<file path="src/rtl/keypad_matrix_scanner_if.sv">
// rtl/keypad_matrix_scanner_if.sv - key matrix drive/sense and debounced key event signals
interface keypad_matrix_scanner_if;
    logic [3:0] key_col;
    logic [3:0] key_row;
    logic       key_valid;
    logic [3:0] key_code;
    logic       key_down;
    logic       key_multi;

    modport master (
        output key_col,
        input  key_row,
        output key_valid,
        output key_code,
        output key_down,
        output key_multi
    );

    modport slave (
        input  key_col,
        output key_row,
        input  key_valid,
        input  key_code,
        input  key_down,
        input  key_multi
    );
endinterface

</file>
<file path="src/rtl/keypad_matrix_scanner.sv">
// rtl/keypad_matrix_scanner.sv - 4x4 key matrix column scanner with frame-level debounce
module keypad_matrix_scanner #(
    parameter int SCAN_DIV = 1000,
    parameter int DEBOUNCE = 4
) (
    input  logic                            clk,
    input  logic                            reset,
    keypad_matrix_scanner_if.master         bus
);

    localparam int DW = (SCAN_DIV > 1) ? $clog2(SCAN_DIV) : 1;
    localparam int CW = $clog2(DEBOUNCE + 1);

    typedef enum logic [1:0] {
        IDLE,
        CONFIRM,
        HELD,
        RELEASE
    } state_t;

    logic [3:0]    r_key_col;
    logic [1:0]    r_col_idx;
    logic [DW-1:0] r_dwell;
    logic [3:0]    r_row_s1;
    logic [3:0]    r_row_s2;
    logic [15:0]   r_frame;
    logic          r_frame_done;

    state_t        r_state;
    logic [CW-1:0] r_cnt;
    logic [3:0]    r_cand;
    logic          r_key_valid;
    logic [3:0]    r_key_code;
    logic          r_key_down;
    logic          r_key_multi;

    logic [4:0]    w_count;
    logic [3:0]    w_idx;
    logic [3:0]    w_code;
    logic          w_none;
    logic          w_single;
    logic          w_multi;
    logic          w_same;

    assign bus.key_col   = r_key_col;
    assign bus.key_valid = r_key_valid;
    assign bus.key_code  = r_key_code;
    assign bus.key_down  = r_key_down;
    assign bus.key_multi = r_key_multi;

    // Rows are asynchronous; the dwell of >= 4 cycles lets the synchronizer settle per column.
    always_ff @(posedge clk) begin
        if (reset) begin
            r_key_col    <= 4'b1110;
            r_col_idx    <= 2'd0;
            r_dwell      <= '0;
            r_row_s1     <= 4'b1111;
            r_row_s2     <= 4'b1111;
            r_frame      <= 16'd0;
            r_frame_done <= 1'b0;
        end else begin
            r_row_s1     <= bus.key_row;
            r_row_s2     <= r_row_s1;
            r_frame_done <= 1'b0;
            if (r_dwell == DW'(SCAN_DIV - 1)) begin
                r_frame[{r_col_idx, 2'b00} +: 4] <= ~r_row_s2;
                r_dwell      <= '0;
                r_col_idx    <= r_col_idx + 2'd1;
                r_key_col    <= ~(4'b0001 << (r_col_idx + 2'd1));
                r_frame_done <= (r_col_idx == 2'd3);
            end else begin
                r_dwell <= r_dwell + DW'(1);
            end
        end
    end

    // Frame bit index is col*4+row; key code is {row, col}.
    always_comb begin
        w_count = 5'd0;
        w_idx   = 4'd0;
        for (int i = 0; i < 16; i++) begin
            if (r_frame[i]) begin
                w_count = w_count + 5'd1;
                w_idx   = 4'(i);
            end
        end
        w_code   = {w_idx[1:0], w_idx[3:2]};
        w_none   = (w_count == 5'd0);
        w_single = (w_count == 5'd1);
        w_multi  = (w_count > 5'd1);
        w_same   = w_single && (w_code == r_cand);
    end

    always_ff @(posedge clk) begin
        if (reset) begin
            r_state     <= IDLE;
            r_cnt       <= '0;
            r_cand      <= 4'd0;
            r_key_valid <= 1'b0;
            r_key_code  <= 4'd0;
            r_key_down  <= 1'b0;
            r_key_multi <= 1'b0;
        end else begin
            r_key_valid <= 1'b0;
            if (r_frame_done) begin
                r_key_multi <= w_multi;
                case (r_state)
                    IDLE: begin
                        if (w_single) begin
                            r_state <= CONFIRM;
                            r_cand  <= w_code;
                            r_cnt   <= CW'(1);
                        end
                    end
                    CONFIRM: begin
                        if (w_same) begin
                            r_cnt <= r_cnt + CW'(1);
                            if (int'(r_cnt) + 1 == DEBOUNCE) begin
                                r_state     <= HELD;
                                r_key_code  <= r_cand;
                                r_key_valid <= 1'b1;
                                r_key_down  <= 1'b1;
                            end
                        end else if (w_single) begin
                            r_cand <= w_code;
                            r_cnt  <= CW'(1);
                        end else begin
                            r_state <= IDLE;
                            r_cnt   <= '0;
                        end
                    end
                    HELD: begin
                        if (!w_same) begin
                            r_state <= RELEASE;
                            r_cnt   <= w_none ? CW'(1) : '0;
                        end
                    end
                    RELEASE: begin
                        if (w_none) begin
                            if (int'(r_cnt) + 1 == DEBOUNCE) begin
                                r_state    <= IDLE;
                                r_cnt      <= '0;
                                r_key_down <= 1'b0;
                            end else begin
                                r_cnt <= r_cnt + CW'(1);
                            end
                        end else if (w_same) begin
                            // Contact bounced back to the held key: resume without a new event.
                            r_state <= HELD;
                        end else begin
                            r_cnt <= '0;
                        end
                    end
                    default: begin
                        r_state <= IDLE;
                        r_cnt   <= '0;
                    end
                endcase
            end
        end
    end

endmodule

</file>
<file path="src/flat_wrapper.sv">
// flat-port wrapper written by rule: the top's interface ports become plain ports
module keypad_matrix_scanner_flat 
#(
    parameter int SCAN_DIV = 1000,
    parameter int DEBOUNCE = 4
)
  (clk, reset, bus_key_col, bus_key_row, bus_key_valid, bus_key_code, bus_key_down, bus_key_multi);
  keypad_matrix_scanner_if bus_i ();
  input  logic clk;
  input  logic reset;
  output wire logic [$bits(bus_i.key_col)-1:0] bus_key_col;
  input wire logic [$bits(bus_i.key_row)-1:0] bus_key_row;
  output wire logic [$bits(bus_i.key_valid)-1:0] bus_key_valid;
  output wire logic [$bits(bus_i.key_code)-1:0] bus_key_code;
  output wire logic [$bits(bus_i.key_down)-1:0] bus_key_down;
  output wire logic [$bits(bus_i.key_multi)-1:0] bus_key_multi;
  assign bus_key_col = bus_i.key_col;
  assign bus_i.key_row = bus_key_row;
  assign bus_key_valid = bus_i.key_valid;
  assign bus_key_code = bus_i.key_code;
  assign bus_key_down = bus_i.key_down;
  assign bus_key_multi = bus_i.key_multi;
  keypad_matrix_scanner #(.SCAN_DIV(SCAN_DIV), .DEBOUNCE(DEBOUNCE)) u_core (.clk(clk), .reset(reset), .bus(bus_i));
endmodule
</file>
<file path="config.mk">
export PLATFORM = sky130hd
export DESIGN_NAME = keypad_matrix_scanner_flat
export DESIGN_NICKNAME = d
export VERILOG_FILES = /design/src/rtl/keypad_matrix_scanner_if.sv /design/src/rtl/keypad_matrix_scanner.sv /design/src/flat_wrapper.sv
export SDC_FILE = /design/constraint.sdc
export NUM_CORES = 1
export LEC_CHECK = 0
export CAP_MARGIN = 20
export CORE_MARGIN = 3
export CORE_UTILIZATION = 30
export CTS_CLUSTER_DIAMETER = 120
export DETAILED_ROUTE_END_ITERATION = 6
export GPL_ROUTABILITY_DRIVEN = 0
export SYNTH_ARGS = -nofsm -noshare
export SYNTH_HDL_FRONTEND = slang
export SYNTH_SLANG_ARGS = --single-unit
export TNS_END_PERCENT = 30
</file>
<file path="constraint.sdc">
create_clock -name clk -period 13.4 [get_ports clk]
set_input_delay 3.35 -clock clk [delete_from_list [all_inputs] [get_ports clk]]
set_output_delay 3.35 -clock clk [all_outputs]
set_load 0.02 [all_outputs]
</file>
# [After elaboration in Yosys (flattened, before gate mapping)]
# Index checks and enable logic that the tools add are counted.
# W data, S select, Z words.
[totals] ff_bits=57 in_bits=6 out_inout_bits=11 word_cells=136
[classes] addsub=20 order_cmp=1 n_eq_ne=20 n_shift=3 n_mux=59 bitwise_logic=6 reduce_logical=13
[ops] operator="$mux W5" n=15
[ops] operator="$add A5 B1 Y5 const B" n=14
[ops] operator="$mux W4" n=10
[ops] operator="$eq A32 B4 Y1 const B" n=1
[ops] operator="$mux W3" n=10
[ops] operator="$mux W2" n=10
[ops] operator="$bwmux W16" n=1
[ops] operator="$shift A4 B6 Y16 const A" n=1
[ops] operator="$shiftx A4 B6 Y16" n=1
[ops] operator="$pmux W3 S4" n=1
[ops] operator="$add A10 B1 Y10 const B" n=1
[ops] operator="$eq A10 B10 Y1 const B" n=1
[ops] operator="$ne A2 B1 Y1 const B" n=5
[ops] operator="$mux W1" n=9
[ops] operator="$ne A3 B3 Y1 const B" n=3
[ops] operator="$not A4 Y4" n=2
[ops] operator="$pmux W2 S4" n=1
[ops] operator="$pmux W4 S2" n=1
[ops] operator="$reduce_and A4 Y1" n=2
[ops] operator="$reduce_and A7 Y1" n=1
[ops] operator="$eq A2 B2 Y1 const B" n=3
[ops] operator="$neg A4 Y6" n=1
[ops] operator="$reduce_and A6 Y1" n=1
[ops] operator="$eq A5 B1 Y1 const B" n=1
[ops] operator="other kinds (20)" n=26

# [Longest topological paths before layout]
# Gate-level depths: netlist of the first run.
[logic_depth] depth_word=36 mapped_depth=53 mapped_depth_nobuf=52

# [Least setup slack after synthesis of the first run]
# No wires, ideal clock.
[synth_path] path_kind="register -> register" start="register u_core.r_frame[1]" end="register u_core.r_cnt[2]" setup_ns=0.127 arrival_time_ns=9.127 t_required_ns=13.273 setup_slack_ns=4.146 path_stages_with_launch=53 path_buffers=1 period_less_slack_ns=9.254 cell_sequence="dfxtp_1 inv_1 ha_1 xor2_1 ha_1 nand2_1 o31ai_1 ha_1 nor2b_1 nor2_1 ha_1 nand2_1 o21ai_1 nand2_1 inv_1 ha_1 and2_1 a31o_2 [... 17 more ...] o21ai_0 inv_1 ha_1 nand2_1 o21ai_0 ha_1 nand2_1 xnor2_1 xnor2_1 and2_1 nand2_1 nor2_1 xnor2_1 o21ai_1 clkbuf_1 o31a_1 a21oi_1 or3_1"
[synth_via] elab_chain_len=33 elab_cells_between_ends=55 cone_classes="14 x add/sub; 5 x eq/ne; 33 x mux; 3 x reduce/logical"
[synth_rtl] element="start: declaration" line_no="keypad_matrix_scanner.sv:26" text="logic [15:0] r_frame;"
[synth_rtl] element="start signal: indexed assignment" line_no="keypad_matrix_scanner.sv:66" text="r_frame[{r_col_idx, 2'b00} +: 4] <= ~r_row_s2;"
[synth_rtl] element="$mux W5" line_no="keypad_matrix_scanner.sv:82" text="if (r_frame[i]) begin"
[synth_rtl] element="$add A5 B1 Y5" line_no="keypad_matrix_scanner.sv:83" text="w_count = w_count + 5'd1;"
[synth_rtl] element="$mux W5" line_no="keypad_matrix_scanner.sv:82"
[synth_rtl] element="$add A5 B1 Y5" line_no="keypad_matrix_scanner.sv:83"
[synth_rtl] element="$mux W5" line_no="keypad_matrix_scanner.sv:82"
[synth_rtl] element="$add A5 B1 Y5" line_no="keypad_matrix_scanner.sv:83"
[synth_rtl] element="$mux W5" line_no="keypad_matrix_scanner.sv:82"
[synth_rtl] element="$add A5 B1 Y5" line_no="keypad_matrix_scanner.sv:83"
[synth_rtl] element="[... 17 more ...]"
[synth_rtl] element="$add A5 B1 Y5" line_no="keypad_matrix_scanner.sv:83"
[synth_rtl] element="$mux W5" line_no="keypad_matrix_scanner.sv:82"
[synth_rtl] element="$add A5 B1 Y5" line_no="keypad_matrix_scanner.sv:83"
[synth_rtl] element="$mux W5" line_no="keypad_matrix_scanner.sv:82"
[synth_rtl] element="$eq A5 B1 Y1" line_no="keypad_matrix_scanner.sv:89" text="w_single = (w_count == 5'd1);"
[synth_rtl] element="$logic_and A1 B1 Y1" line_no="keypad_matrix_scanner.sv:91" text="w_same = w_single && (w_code == r_cand);"
[synth_rtl] element="$ne A3 B2 Y1 (no line) (tied with other cells)"
[synth_rtl] element="$reduce_and A4 Y1 (no line) or $pmux W3 S4 (tied branches)"
[synth_rtl] element="end signal: assignment" line_no="keypad_matrix_scanner.sv:117" text="r_cnt <= r_cnt + CW'(1);"
[synth_rtl] element="end signal: assignment" line_no="keypad_matrix_scanner.sv:135" text="r_cnt <= w_none ? CW'(1) : '0;"
[synth_rtl] element="end signal: assignment" line_no="keypad_matrix_scanner.sv:145" text="r_cnt <= r_cnt + CW'(1);"
[synth_rtl] element="end: declaration" line_no="keypad_matrix_scanner.sv:30" text="logic [CW-1:0] r_cnt;"
# Several ways; a longest one is shown, not always the timed one.
# A chain may end at the register's enable or synchronous reset.

# [Worst setup path after layout of the first run]
[layout_path] start="register u_core.r_frame[0]" end="register u_core.r_cnt[2]"
[layout_via] elab_chain_len=35 elab_cells_between_ends=41 cone_classes="15 x add/sub; 4 x eq/ne; 19 x mux; 3 x reduce/logical"
[layout_rtl] element="$mux W1 *" line_no="keypad_matrix_scanner.sv:82"
[layout_rtl] element="$add A1 B1 Y2" line_no="keypad_matrix_scanner.sv:83"
[layout_rtl] element="$mux W5 *" line_no="keypad_matrix_scanner.sv:82"
[layout_rtl] element="$add A5 B1 Y5" line_no="keypad_matrix_scanner.sv:83"
[layout_rtl] element="$mux W5 *" line_no="keypad_matrix_scanner.sv:82"
[layout_rtl] element="$add A5 B1 Y5" line_no="keypad_matrix_scanner.sv:83"
[layout_rtl] element="$mux W5 *" line_no="keypad_matrix_scanner.sv:82"
[layout_rtl] element="$add A5 B1 Y5" line_no="keypad_matrix_scanner.sv:83"
[layout_rtl] element="[... 19 more ...]"
[layout_rtl] element="$add A5 B1 Y5" line_no="keypad_matrix_scanner.sv:83"
[layout_rtl] element="$mux W5 *" line_no="keypad_matrix_scanner.sv:82"
[layout_rtl] element="$add A5 B1 Y5" line_no="keypad_matrix_scanner.sv:83"
[layout_rtl] element="$mux W5 *" line_no="keypad_matrix_scanner.sv:82"
[layout_rtl] element="$eq A5 B1 Y1" line_no="keypad_matrix_scanner.sv:89"
[layout_rtl] element="$logic_and A1 B1 Y1" line_no="keypad_matrix_scanner.sv:91"
[layout_rtl] element="$ne A3 B2 Y1 (no line) (tied with other cells)"
[layout_rtl] element="$reduce_and A4 Y1 (no line) or $pmux W3 S4 (tied branches)"
# Mark *: on every way between the ends. The rest lies on a longest branch, timed or not.

==> run summary, run 1 <==
The flow ran to the end, and the final reports show no timing, DRC or antenna violations. The antenna diode instance count was 0. The origin of the worst setup path is u_core.r_frame[0].

Of the available clock period, the critical path in the final layout requires 79.2%. The core region is 14200 um2. Setup repair after global routing left no endpoint under its margin. Setup violations remaining at the end of the flow were counted as 0.

The clock-pin transition on the worst setup and hold timing paths works out to 0.05 ns. For this design, the CTS-stage hold fixing added 0 buffers. The port buffer count was 16. Once layout is done, the placed cells without fillers occupy 5020 um2. The total number of nets in the final design is 574, and the placed wire-length estimate after detailed placement is 6.91 mm. The first TritonRoute pass finished after 4 iterations. By startpoint and endpoint, the worst setup path is classified as reg2reg.

IR analysis of the VDD net gives a maximum drop of 0.0826 mV. The slew of the pin with the lowest slew margin was 1.03 ns. STA classifies the critical path startpoint as a register. The tools report the die area as 16300 um2. Among all flip-flop cells after synthesis, the most frequent one is dfxtp_1. The library cells used most frequently in the layout, excluding fill and tap cells, are nor2_1, dfxtp_1, nand2_1. The initial antenna violation count was 0; the number of endpoints with negative hold slack in the final report was 0.

Summed over all failing endpoints, the final setup total negative slack is 0 ns. The data arrival time at the worst-slack endpoint is 10.82 ns, and the floorplan die height is 128 um. The first global-routing pass estimated 16.5 mm of wire. The setup check on the worst reg-to-reg path leaves a slack of 2.78 ns. Counting tap cells, the placed design contains a total of 713 instances. Summed over all layers, the global routing overflow is 0. The power density over cell area is 80.2 nW/um2, and the post-layout minimum cycle time is 10.62 ns. Worst setup path endpoint: u_core.r_cnt[2].

Counting flops and latches in the post-synthesis netlist gives 57. The tree is rooted in a clkbuf_16. In this run the count of I/O pins placed on the die edge is 17. For this run, the total global-route usage over all layers was measured as 11.8%. The count of cells in the finished layout, fillers not included, comes to 728.

Post-CTS repair timing setup buffer count: 0. In the routed design, unresolved DRC markers number 0. The area growth from synthesis to layout is 12.9%. The number of filler cells placed in the layout is 1468, and the count of maximum capacitance violations is 0. The setup clock skew after layout was 0.00619 ns; the routed via count was 3661. By area the synthesized netlist is led by dfxtp_1, ha_1, nor2_1.

Dividing the detail-routed via count by the number of cells gives 5.03. Dividing the detail-routed wire length by the instance count gives 12.6 um. The startpoint identified for the worst register-to-register timing path is u_core.r_frame[0]. Worst min-delay path category: reg2reg. Counting stages on the worst path, the most repeated cell is ha_1. For the number of max-slew violations in the final report, the log shows 0.

The run gives 13.60 ns as the data required time at the worst endpoint. The worst hold path cell count works out to 1. The total wire length was 9.18 mm; the fraction of synthesized cell area taken by the top area cell type was 25.7%. Capturing point of the worst reg2reg path: u_core.r_cnt[2]. Number of buffers on the longest clock path: 2. The number of global-route vias before repair is 3604. Count of antenna-violating nets left after detailed routing: 0. During synthesis, Yosys emitted a total of 0 warnings. Cells with a size suffix above 1 make up 9.67% of the layout. The die outline width is 128 um, and the count of distinct cell types in the synthesized netlist is 72. Source-to-sink clock delay at the later pin of the worst-skew pair: 0.32 ns. For the tightest slew margin relative to the limit, the log shows 30.8%. The violation count after the first detailed-routing iteration is 146, and the static leakage is 1.99 nW.

STA classifies the critical path endpoint as a register. The post-synthesis instance total was 541; the TritonCTS buffer count was 9. For this run, the register share of the synthesized area comes to 25.7%. The leading area contributor after synthesis is dfxtp_1. Summing every instance area after synthesis gives 4440 um2.

Entering global routing, the biggest net connects 53 pins. The async set-reset flop share out of synthesis was 0%. The initialized floorplan defines 43 standard-cell rows. Static timing analysis puts the maximum clock frequency at 94.2 MHz.

TritonCTS built the clock tree. In this design, the stage delay of the slowest critical-path cell is 0.60 ns. Most common cell after layout, fill and taps aside: nor2_1.

The number of nets in the synthesized netlist is 571, and the synthesized area divided by synthesized cell count is 8.21 um2. The run gives 4720 um2 as the cell area after placement. The worst-case reg-to-reg path depth came out at 50.

In this run the worst path has a maximum fanout of 11. For this design, the sink count on the clock tree is 57. The initial utilization of the core area, before any placement, comes to 31.3%. The number of enable-type register cells in the synthesized netlist is 0, and the number of cells upsized or downsized after cts is 0.

The deepest level of the CTS H-tree was 3. The largest individual stage delay along the critical path comes from the cell xnor2_2.
==> flip-flops by register name, indices dropped and copies added, names as in the netlist, 2 cells and up <==
| register | flops |
|---|---|
| u_core.bus.key_code | 4 |
| u_core.r_row_s1 | 4 |
| u_core.r_dwell | 10 |
| u_core.bus.key_col | 4 |
| u_core.r_col_idx | 2 |
| u_core.r_cand | 4 |
| u_core.r_state | 2 |
| u_core.r_frame | 16 |
| u_core.r_cnt | 3 |
| u_core.r_row_s2 | 4 |
==> cell type report <==
| type | count | area, um2 | share of cell area, % |
|---|---|---|---|
| clock buffers | 12 | 256 | 5.11 |
| clock inverters | 3 | 40.0 | 0.798 |
| inverters | 24 | 90.1 | 1.80 |
| multi-input cells | 434 | 3090 | 61.6 |
| flip-flops and latches | 57 | 1140 | 22.7 |
| well taps | 180 | 225 | 4.49 |
| repair buffers | 18 | 175 | 3.49 |
==> where the power goes <==
| group | leakage (nW) | total, W | internal [W] | switching (W) |
|---|---|---|---|---|
| clock | 0.148 | 0.000223 | 0.000152 | 0.0000710 |
| sequential | 0.462 | 0.000173 | 0.000172 | 0.00000131 |
| combinational | 1.38 | 0.00000670 | 0.00000326 | 0.00000344 |
==> synth_stat cells (3+ instances only) <==
cell type,count
nor2_1,68
dfxtp_1,57
nand2_1,46
a21oi_1,37
nor3_1,29
xnor2_1,25
ha_1,24
inv_1,24
clkbuf_1,19
xor2_1,17
nand3_1,16
o21ai_0,15
mux2i_1,14
nand2b_1,12
or2_2,10
xnor2_2,8
o31ai_1,7
nor2b_1,6
and3_1,5
nor3b_1,5
o21ai_1,5
or3_1,5
xnor3_1,5
a21boi_0,4
nand4_1,4
nor4_1,4
o21bai_1,4
a211oi_1,3
and2_1,3
buf_2,3
nand4b_1,3
xnor3_2,3
xor2_2,3
==> logic make-up (layout without fill, tap and decap cells) <==
family          count (synthesis)  after routing  share of synthesized area [%]
mux                            14             14                           3.15
fa+ha+maj                      24             24                           6.76
simple gates                  230            230                           26.5
compound gates                103            103                           15.5
xor+xnor                       63             63                           17.6
buf+inv                        50             57                           4.81
flops                          57             57                           25.7
==> worst min-delay path by stage <==
| stage | to | startpoint |
|---|---|---|
| final | u_core.r_row_s2[0] | u_core.r_row_s1[0] |
| after floorplan | u_core.r_row_s2[0] | u_core.r_row_s1[0] |
| after global placement | u_core.r_row_s2[3] | u_core.r_row_s1[3] |
| after global routing | u_core.r_row_s2[1] | u_core.r_row_s1[1] |
| after detailed placement | u_core.r_row_s2[2] | u_core.r_row_s1[2] |
| after CTS | u_core.r_row_s2[2] | u_core.r_row_s1[2] |
==> per-layer routing <==
layer / vias up / part of all wire (%) / wire, um / track usage (%)
met3: 11 / 2.4 / 216 / 2.04
met2: 43 / 48 / 4390 / 20.5
li1: 1902 / - / - / -
met4: 0 / 1.3 / 116 / 3.50
met1: 1705 / 49 / 4460 / 15.1
met5: - / 0 / 0 / 0
==> through the flow <==
stage	hold WS (ns)	utilization [%]	worst slack, ns	total power (W)
finish	0.405	35.3	2.78	0.000403
global placement	0.396	33.2	3.32	0.000183
global route	0.429	35.3	1.97	0.000416
CTS	0.406	35.3	2.79	0.000407
floorplan	0.389	-	4.15	0.000181
detailed placement	0.395	33.2	2.85	0.000183
==> critical path: cells and delay by family, from the launching register on <==
kind / cells / cell delay, ns
xor gates and xnor gates: 5 / 1.61
adders and majority gates: 13 / 3.91
DFF: 1 / 0.36
AOI/OAI and AO/OA: 11 / 1.86
buffers and inverters: 3 / 0.21
and+or+nand+nor: 18 / 2.53
Note: power is estimated with default switching activity, not from simulation.
==> run 2, diff against run 1 <==
clock period = 11.1 ns   (was 13.4 ns; I/O delays follow)
==> run summary, run 2 (same netlist as run 1, synthesis figures left out) <==
The flow ran to the end, and the final reports show no timing, DRC or antenna violations. Class of the most critical setup path: reg2reg. The number of global-route vias before repair is 3581, and the source-to-sink clock delay at the later pin of the worst-skew pair is 0.32 ns. The cell area after placement is 4720 um2.

After floorplanning, the core was sized to cover 14200 um2. The cell that appears most often on the critical path is ha_1. The run gives 1472 as the number of filler cells placed in the layout.

Summed over all failing endpoints, the final setup total negative slack is 0 ns. The run gives 0 as the number of endpoints with negative hold slack in the final report. Registers take 1140 um2.

The largest registers in the layout are u_core.r_frame (16), u_core.r_dwell (10). The H-tree generated during clock tree synthesis spans 3 levels. STA classifies the critical path endpoint as a register.

The die is 128 um tall. The HPWL after detailed placement is 6.85 mm. The worst min-delay path category was reg2reg. The register with the most flip-flops in the layout has 16 of them. First-pass detailed-route iteration total: 4. Summing all multi-input logic gate instances after layout gives 3120 um2.

Counting the buffers created by CTS gives 9. Using the TritonRoute via totals, the vias-per-cell ratio works out to 5.02. Leaving out fill and tap cells, the most frequent cell in the layout is nor2_1. The initial antenna violation count is 0. The logs give 2.00 nW for the static leakage and 9.10 mm for the total wire length.

The run gives 0 as the total of endpoints with negative setup slack in the final report. The setup clock skew after layout was 0.00362 ns. Setup repair after global routing left no endpoint under its margin.

The origin of the worst setup path is u_core.r_frame[0]. In this run the worst path has a maximum fanout of 10. In this run the tool buffered the top-level ports with 16 buffer cells. Among all stages on the critical path, the largest delay is contributed by ha_1. The tools report the pin count of the biggest net entering global routing as 53. More flip-flops sit in one register than any other, and that register is u_core.r_frame. Timing would allow up to 97.6 MHz. For the count of antenna-violating nets left after detailed routing, the log shows 0. For this design the ratio of total power to cell area is 96.2 nW/um2. The smallest clock period supported by the final layout is computed as 10.24 ns. The worst register-to-register path begins at u_core.r_frame[0]. Proportion of layout cells with a drive suffix above 1: 10.2%. The die covers 16300 um2. The tools report the total number of nets in the final design as 575. The finished layout cell area is 5060 um2, and the row count is 43. The initial utilization of the core area, before any placement, comes to 31.3%. For this block, the initial DRC count from the detailed router was 146. CTS placed an instance of clkbuf_16 at the clock tree root. Leaving out fill and tap cells, the most frequent cells in the layout are nor2_1, dfxtp_1, nand2_1. Dividing the detail-routed wire length by the instance count gives 12.5 um.

The number of buffers on the longest clock path was 2. The number of remaining DRC errors was 0. The die is 128 um wide. The clock drives 57 sinks. After clock tree synthesis, the clock-pin slew on the worst setup and hold paths is 0.05 ns. The data required time at the worst endpoint is 11.30 ns.

For this run the aggregate overflow at the end of global routing stands at 0. Across all layers, the routed design uses 3662 vias. Measured against its own limit, the worst slew margin works out to 41.0%. The tools report the first-pass GRT wire length as 16.4 mm. The run gives 17 as the I/O pin count. The tools report the launching element type of the critical path as a register. The launch point of the worst hold path was u_core.r_row_s1[2]. The number of max-slew violations in the final report came out at 0.

The tools report the aggregate global-route resource usage as 11.6%. The antenna diode instance count was 0; the peak per-stage delay on the critical path was 0.43 ns. The slew of the pin with the lowest slew margin works out to 0.862 ns.

TritonCTS built the clock tree. The worst-case IR drop observed on VDD is 0.106 mV. Max-cap violations in this run came to 0. The signed area change from the synthesized netlist to the final layout came out at 13.8%.

The final critical-path share of the clock period was 92.3%; the data arrival time at the worst-slack endpoint was 10.44 ns.
==> run 2: cell count changes in the layout (fill, tap and decap cells not counted) <==
cell / delta
o21ai_2: +1
o31ai_2: -1
buf_4: +1
xnor2_4: +1
xnor2_2: -1
o21ai_1: -1
o31ai_4: +1
xor2_1: -1
xor2_2: +1
==> run 2: worst paths after layout <==
kind / end / slack (ns) / cells past startpoint
max: u_core.r_cnt[2] / 0.86 / 50
min: u_core.r_row_s2[2] / 0.40 / 1
max reg2reg: u_core.r_cnt[2] / 0.86 / 50
min reg2reg: u_core.r_row_s2[2] / 0.40 / 1
==> run 2: metrics by stage <==
stage | hold slack, ns | setup WS, ns | utilization [%] | cells | power, W
2_1_floorplan | 0.389 | 1.85 | - | 541 | 0.000218
3_3_place_gp | 0.396 | 1.02 | 33.2 | 713 | 0.000221
3_5_place_dp | 0.394 | 0.584 | 33.2 | 713 | 0.000221
4_1_cts | 0.405 | 0.551 | 35.3 | 728 | 0.000491
5_1_grt | 0.421 | 0.0142 | 35.6 | 729 | 0.000503
6_report | 0.405 | 0.856 | 35.6 | 729 | 0.000487
==> run 2: final cells by class <==
class | instances | share of cell area, %
multi-input combinational | 434 | 61.7
sequential | 57 | 22.6
clock buffer | 12 | 5.07
tap | 180 | 4.45
timing repair buffer | 19 | 3.61
inverter | 24 | 1.78
clock inverter | 3 | 0.792
==> run 2: timing repair <==
| action | in CTS | in global routing |
|---|---|---|
| gates resized for setup | 0 | 4 |
| hold buffers | 0 | 0 |
| buffers inserted | 0 | 1 |
| endpoints found under the setup margin | 0 | 15 |
==> run 2: worst max-delay path, delay by kind of cell, from the launching register on <==
kind | cells | cell delay [ns]
adders and majority gates | 13 | 3.89
AOI/OAI and AO/OA | 13 | 2.20
and+or+nand+nor | 16 | 2.13
xor gates and xnor gates | 5 | 1.32
DFF | 1 | 0.36
buffers and inverters | 3 | 0.22
==> run 2: metal layers <==
metal | vias up | part of all wire, % | global-route usage (%)
met5 | - | 0 | 0
met4 | 0 | 0.87 | 2.93
met3 | 6 | 2.2 | 2.25
met2 | 46 | 48 | 19.9
met1 | 1707 | 49 | 15.2
li1 | 1903 | - | -
==> run 2: report_power, final <==
part           internal (W)  switching [W]
clock network      0.000183      0.0000861
registers          0.000207     0.00000161
logic            0.00000394     0.00000417
total              0.000395      0.0000919
==> run 3, diff against run 2 <==
RECOVER_POWER = 50   (was not set)
clock period = 8.2 ns   (was 11.1 ns; I/O delays follow)
==> run summary, run 3 (same netlist as run 1, synthesis figures left out) <==
The largest registers in the layout are u_core.r_frame (16), u_core.r_dwell (10). The register with the most flip-flops was u_core.r_frame. In this run the most critical hold path is launched from u_core.r_row_s1[3]. The most numerous cell type found on the critical path is ha_1. The worst setup path is launched from a register.

The final reports fail on negative setup slack. The number of max-slew violations in the final report was 0. The tools report the pin count of the biggest net entering global routing as 46. Cell with the biggest individual delay on the critical path: ha_1.

The H-tree was split into 3 levels. Total internal power: 0.000488 W. At the pin with the least slew margin, the transition time is 0.941 ns.

The setup path with the least slack is of type reg2reg. The tools report the worst ir drop on vdd as 0.161 mV. The clock passes through at most 2 buffers. The effective utilization at floorplan is 31.3%.

On the worst path, the slowest cell contributes a delay of 0.35 ns. The run gives 0.000132 W as the switching power of the nets. The floorplan die height came out at 128 um.

The first routing iteration left 199 violations. The row count was 43; the first-pass GRT wire length was 17.6 mm. The tools report the I/O pin count as 17. The share of total power dissipated in sequential elements is 45.6%.

Signed area change from the synthesized netlist to the final layout: 32.5%. The run finished, with violations left. Number of global-route vias before repair: 3868.

Clock tree synthesis inserted a total of 9 buffers. The die covers 16300 um2. The worst register-to-register path has a depth of 52. Data required time at the worst endpoint: 8.41 ns. The final critical-path share of the clock period is 108%, and the port buffer count is 16. Die outline width: 128 um. The number of filler cells placed in the layout is 1424.

The largest fanout of any net on the critical path is 4. The wire-length estimate of the detail-placed layout is 7.37 mm. The setup check on the worst reg-to-reg path leaves a slack of -0.65 ns. In the routed design, unresolved DRC markers number 0.

Setup violations remaining at the end of the flow were counted as 16. The run gives 0 as the antenna diode instance count. The first TritonRoute pass finished after 4 iterations. Clock-pin slew was measured on the worst setup and hold paths at 0.05 ns.

Measured on the finished design, the core utilization comes to 41.5%. The worst register-to-register path ends at u_core.r_cnt[2]. The initial antenna violation count is 0, and the power density over cell area is 105 nW/um2. The instance count after placement with tap cells included was 762; the routed via count was 3976. The mean routed wirelength per cell is 12.7 um, and the clock sink total is 57. The logs give 0.33 ns for the source-to-sink clock delay at the later pin of the worst-skew pair and 14200 um2 for the placeable core area. In the layout the commonest cells are buf_4, nor2_1, dfxtp_1. Leaving out fill and tap cells, the most frequent cell in the layout is buf_4.

Timing would allow up to 113 MHz. The per-cell via count in the routed design was 4.99. For this run, the post-layout net count is 642. The number of endpoints with negative hold slack in the final report is 0, and the minimum setup slack in the final design is -0.653 ns.

The total overflow left after global routing is 0. The tools report the origin of the worst setup path as u_core.r_frame[1]. The post-route netlist has 28.5% of its cells at a drive strength greater than 1. TritonCTS built the clock tree. The worst hold path terminates at u_core.r_row_s2[3]. Excluding fillers, the count of instances in the completed layout stands at 797. The total wire length was 10.1 mm; the tightest slew margin relative to the limit was 35.6%. Data on the critical path arrives at its endpoint at 9.06 ns. The tools report the static leakage as 2.41 nW. The tools report the clock tree root buffer cell as clkbuf_16. The switching share of total power works out to 21.2%. The startpoint identified for the worst register-to-register timing path is u_core.r_frame[1]. Of the total power, combinational logic draws 1.8%. The count of nets left with antenna violations once routing finished came out at 0. The worst hold path cell count was 1.

STA classifies the critical path endpoint as a register. Setup repair after global routing could not meet its margin everywhere. Across the run, the number of max-cap violations was 0. The setup clock skew after layout was 0.00684 ns; the post-layout minimum cycle time was 8.85 ns. The total power is 0.000620 W. The clock network burns 52.6% of the power. The aggregate global-route resource usage was 12.8%.

The tightest min-delay check is of the reg2reg type. The register with the most flip-flops in the layout has 16 of them.
[run 3: cell count changes in the layout (fill, tap and decap cells not counted), moves of 4 or more]
cell / previous run / this run
buf_4: 3 / 64
ha_1: 24 / 17
nand2_1: 46 / 39
buf_6: 0 / 5
ha_4: 0 / 5
nand2_2: 0 / 5
nor2_1: 68 / 63
o21ai_2: 1 / 6
inv_1: 24 / 20
inv_2: 0 / 4
nor2_2: 0 / 4
o31ai_1: 7 / 3
[run 3: per-layer routing]
layer	wire length, um	vias up	part of all wire [%]	GRT usage, %
met5	0	-	0	0
met4	154	0	1.5	4.00
met3	272	13	2.7	2.50
met2	4990	49	49	21.9
met1	4690	1869	46	16.2
li1	-	2045	-	-
[run 3: final cells by class]
class                           count  area [um2]  area share [%]
Inverter                           24        90.1            1.53
Multi-Input combinational cell    434        3450            58.5
Clock buffer                       11         233            3.95
Sequential cell                    57        1140            19.4
Timing Repair Buffer               86         717            12.2
Clock inverter                      5        32.5           0.552
Tap cell                          180         225            3.82
[run 3: worst max-delay path by stage]
stage | depth (start not counted) | to | slack [ns]
3_3_place_gp | 52 | u_core.bus.key_code[1] | -0.61
6_report | 52 | u_core.r_cnt[2] | -0.65
5_1_grt | 52 | u_core.bus.key_code[2] | -1.05
4_1_cts | 52 | u_core.r_cand[3] | -0.65
2_1_floorplan | 52 | u_core.bus.key_down | -0.57
3_5_place_dp | 51 | u_core.r_cnt[2] | -0.84
[run 3: metrics by stage]
stage / hold slack, ns / worst slack (ns) / area, um2 / TNS (ns)
after CTS: 0.405 / -0.647 / 5700 / -9.15
after floorplan: 0.389 / -0.573 / 4590 / -7.66
final: 0.405 / -0.653 / 5890 / -9.11
after global routing: 0.420 / -1.05 / 5890 / -16.23
after global placement: 0.393 / -0.607 / 5240 / -7.71
after detailed placement: 0.393 / -0.843 / 5240 / -12.13
[run 3: timing repair]
action                                  CTS  global route
endpoints found under the setup margin   16            16
resized for setup                        14            34
pin swaps                                28            33
hold buffers                              0             0
setup buffers                            19             2
[run 3: critical path: cells and delay by family, from the launching register on]
family          cells  cell delay [ns]
simple gates       15             1.65
xor+xnor            5             0.89
flops               1             0.34
fa+ha+maj          12             3.32
buf+inv             7             0.77
compound gates     13             1.77
[run 3: power groups by stage]
stage | clock network [W] | logic [W] | registers, W
6_report | 0.000326 | 0.0000110 | 0.000283
5_1_grt | 0.000350 | 0.0000126 | 0.000283
4_1_cts | 0.000337 | 0.0000112 | 0.000283
3_5_place_dp | 0 | 0.0000112 | 0.000288
3_3_place_gp | 0 | 0.0000110 | 0.000288
2_1_floorplan | 0 | 0.00000732 | 0.000288
